==> config.mk <==
export PLATFORM = sky130hd
export DESIGN_NAME = prio_enc_queue
export DESIGN_NICKNAME = d
export VERILOG_FILES = /design/src/rtl/prio_enc_queue.sv
export SDC_FILE = /design/constraint.sdc
export NUM_CORES = 1
export LEC_CHECK = 0
export ABC_CLOCK_PERIOD_IN_PS = 3300
export BUFFER_PORTS_ARGS = -buffer_cell sky130_fd_sc_hd__buf_2
export CORE_AREA = 2 2 39 41
export CTS_BUF_LIST = sky130_fd_sc_hd__clkbuf_8
export CTS_CLUSTER_DIAMETER = 50
export CTS_CLUSTER_SIZE = 10
export DETAILED_ROUTE_END_ITERATION = 12
export DIE_AREA = 0 0 41 43
export PLACE_DENSITY = 0.76
export SLEW_MARGIN = 20
export SYNTH_ARGS = -nofsm -noshare
export SYNTH_HDL_FRONTEND = slang
export SYNTH_SLANG_ARGS = --single-unit
==> constraint.sdc <==
create_clock -name Clk -period 3.3 [get_ports Clk]
set_clock_uncertainty 0.15 [all_clocks]
set_input_delay 0 -clock Clk [delete_from_list [all_inputs] [get_ports Clk]]
set_output_delay 0 -clock Clk [all_outputs]
set_load 0.05 [all_outputs]
==> src/rtl/prio_enc_queue.sv <==
// Pending-request priority encoder: latches Din into a pending vector, presents the winning index, retires it on Ack.
// Optional ENC_ROUND_ROBIN_EN macro selects rotating priority; the default build uses fixed lowest-index priority.
module prio_enc_queue #(
    parameter int N = 8,
    localparam int W = $clog2(N)
) (
    input  logic           Clk,
    input  logic           Rst_n,
    input  logic           En,
    input  logic [N-1:0]   Din,
    input  logic           Ack,
    output logic [W-1:0]   Do,
    output logic           Valid,
    output logic [W:0]     Pend_cnt
);

    logic [N-1:0] p_q, p_d;
    logic [N-1:0] clr;
    logic [W-1:0] win;
    logic [W:0]   cnt;

    assign Valid = |p_q;
    assign Do    = win;
    assign clr   = (Valid && Ack) ? ({{(N-1){1'b0}}, 1'b1} << Do) : '0;

    // Set wins over clear when the acked line is re-requested on the same edge
    assign p_d = (p_q & ~clr) | (En ? Din : '0);

    always_ff @(posedge Clk or negedge Rst_n) begin
        if (!Rst_n) begin
            p_q <= '0;
        end else begin
            p_q <= p_d;
        end
    end

    always_comb begin
        cnt = '0;
        for (int i = 0; i < N; i++) begin
            cnt = cnt + (W+1)'(p_q[i]);
        end
    end
    assign Pend_cnt = cnt;

`ifdef ENC_ROUND_ROBIN_EN
    logic [W-1:0] ptr_q, ptr_d;
    logic         found;
    int           idx;

    // Search upward from ptr_q, wrapping N-1 -> 0; ptr_q always stays below N
    always_comb begin
        win   = '0;
        found = 1'b0;
        idx   = 0;
        for (int k = 0; k < N; k++) begin
            idx = int'(ptr_q) + k;
            if (idx >= N) begin
                idx = idx - N;
            end
            if (!found && p_q[idx]) begin
                found = 1'b1;
                win   = W'(idx);
            end
        end
    end

    always_comb begin
        ptr_d = ptr_q;
        if (Valid && Ack) begin
            ptr_d = (Do == W'(N-1)) ? '0 : Do + 1'b1;
        end
    end

    always_ff @(posedge Clk or negedge Rst_n) begin
        if (!Rst_n) begin
            ptr_q <= '0;
        end else begin
            ptr_q <= ptr_d;
        end
    end
`else
    // Scanning downward leaves the lowest set index as the winner
    always_comb begin
        win = '0;
        for (int i = N-1; i >= 0; i--) begin
            if (p_q[i]) begin
                win = W'(i);
            end
        end
    end
`endif

endmodule

==> results.cfg <==
[critical_path]
end_kind = primary output
reg2reg_slack_ns = 1.32
reg2reg_from = p_q[7]
cp_slowest_cell = fa_1
arrival_ns = 3.08
worstPathRequired_ns = 3.15
path_cells = inv_2, fa_1, fa_1, fa_1, inv_1, ha_2, inv_2, fa_2, inv_2, buf_6
crit_type = flip-flop to primary output
critical-path-max-stage-delay_ns = 0.53
r2r_cells = 4
r2r_end = p_q[1]
critPathLaunchType = flip-flop
crit_path_max_fanout = 5

[global_routing]
grt_pass1_wl_um = 2640
grt_max_degree = 10
grt-ovfl-total = 0
grt_use_total = 0.222
first_global_vias = 631
antenna_found_initial = 0

[drt]
wl_met1_um = 716
dr.pass1.iters = 4
routed-wl-met3_um = 96
wirelength_um = 1640
highest_layer = met4
wl_per_cell_um = 12.8
drc_errors = 0
vias = 656
drtAntennaViolNets = 0
first_iter_violations = 10
viasPerCell = 5.13
wl_met2_um = 811

[cells_and_area]
area_growth_pct = 64.0
stdcell_count = 128
largest_register = p_q
reg.largest.list = p_q (8)
antennaDiodeCount = 0
drive_gt1_frac = 0.348
fin_util = 0.734
final_net_count = 134
fillers = 112
largest_reg_flops = 8

[cts]
clk_path_buf_depth = 2
clkSinkCount = 8
path_clk_slew_ns = 0.04
cts_buffers = 3
clock_latency_ns = 0.23
cts_htree_levels = 1
cts_tree = built
cts-root-buf = clkbuf_8

[yosys]
synth_top_area_share = 0.323
dominantRegCellSynth = dfrtp_1
synth-async-reset-ratio = 1.00
yosys_warnings = 0
ys_top_cells_by_area = dfrtp_1 32%, fa_1 13%, inv_1 8.5%, ha_1 8.1%, nand2_1 3.6%
avgSynthCellArea_um2 = 9.11
syn_area_um2 = 619
synth.most_common_cell = inv_1
synth.largest_area_cell = dfrtp_1
synth_edf_count = 0
synthCells = 68
synth_seq_area_share = 0.323
synth.top_cells.by_count = 14 x inv_1, 8 x dfrtp_1, 6 x nand2_1, 4 x fa_1, 4 x ha_1
synth_fp_nets = 88
synth_cell_types = 28
synth_seq_cells = 8

[floorplanning]
dieWidth_um = 41
start_util = 0.448
dieArea_um2 = 1760
top_level_ports = 20
die-height_um = 43
num_rows = 14
core-area_um2 = 1380

[place]
numPortBuffers = 19
preCtsSetupSlack_ns = 0.213
finalWeightedCongestion = 0.815
place_inst = 104
hpwl_um = 1070

[timing]
max_freq_mhz = 309
setup_slack_ns = 0.0663
fin_crit_sh = 0.980
hold_viol_final = 0
holdWs_ns = 0.00641
slew_headroom = 0.737
maxSlewViolCount = 0
period_minus_slack_ns = 3.23
tns_ns = 0
final-setup-viol-count = 0
rsz0062_at_grt = yes
worst_pin_slew_ns = 0.391

[hold_path]
hold_depth = 2
hold_path.startpoint = En
min_to = p_q[2]
hp-class = primary input to flip-flop

[status]
status = completed

[power]
leakage_nw = 0.477
ir_drop_mv = 0.409
p_per_area_nw_per_um2 = 563

[run]
max-cap-violations = 0
worst max-delay path by stage:
stage	start	to	slack (ns)	cells after the start
floorplan	p_q[0]	Pend_cnt[2]	0.1	9
global placement	p_q[0]	Pend_cnt[2]	0.27	10
detailed placement	p_q[0]	Pend_cnt[2]	0.21	10
CTS	p_q[0]	Pend_cnt[2]	0.02	10
global route	p_q[0]	Pend_cnt[2]	-0.02	10
finish	p_q[0]	Pend_cnt[1]	0.07	10
area by class of cell:
class | count | area (um^2) | share of cell area
multi-input combinational | 45 | 375 | 0.369
sequential | 8 | 201 | 0.198
tap | 16 | 20.0 | 0.0197
clock buffer | 3 | 41.3 | 0.0406
inverter | 14 | 52.6 | 0.0517
timing repair buffer | 42 | 325 | 0.320
logic make-up after synthesis:
kind of cell,after synthesis,synth area share
buf+inv,15,0.0909
simple gates,21,0.198
compound gates,15,0.164
xor+xnor,1,0.0141
fa+ha+maj,8,0.210
flops,8,0.323
metal layers:
metal | vias up | track usage
met4 | 0 | 0.0933
met5 | - | 0
met3 | 2 | 0.0681
li1 | 320 | -
met2 | 18 | 0.313
met1 | 316 | 0.306
through the flow:
stage / area, um^2 / power (mW)
2_1_floorplan: 627 / 0.330
6_report: 1020 / 0.572
3_5_place_dp: 753 / 0.387
3_3_place_gp: 753 / 0.380
5_1_grt: 1020 / 0.601
4_1_cts: 980 / 0.538
cells in the final DEF (no fill, tap or decap), types with 2 or more instances in the layout:
master	n
dlygate4sd3_1	18
inv_2	5
inv_1	9
buf_2	17
nand2_1	6
o21ai_1	2
nor2_1	3
clkbuf_8	3
buf_6	2
a21oi_1	3
o21ai_0	3
nand3_1	2
dfrtp_1	7
ha_1	3
buf_4	5
fa_1	3
nor2b_1	2
where the power goes:
part	internal (mW)	switching, mW	leakage [nW]
logic	0.129	0.204	0.376
clock network	0.0794	0.0427	0.0216
registers	0.107	0.00971	0.0790
total	0.315	0.257	0.477
what timing repair did:
action                                  4_1_cts  5_1_grt
endpoints found under the setup margin        2        2
hold endpoints to repair                     16        0
pin swaps                                     0        2
hold buffers                                 18        0
resized for setup                             2       10
setup buffers                                 0        3
critical path, delay by kind of cell, from the launching register on:
| kind | cells | cell delay, ns |
|---|---|---|
| adders and majority gates | 5 | 2.13 |
| DFF | 1 | 0.37 |
| buffers and inverters | 5 | 0.35 |
(Power assumes the default switching activity.)
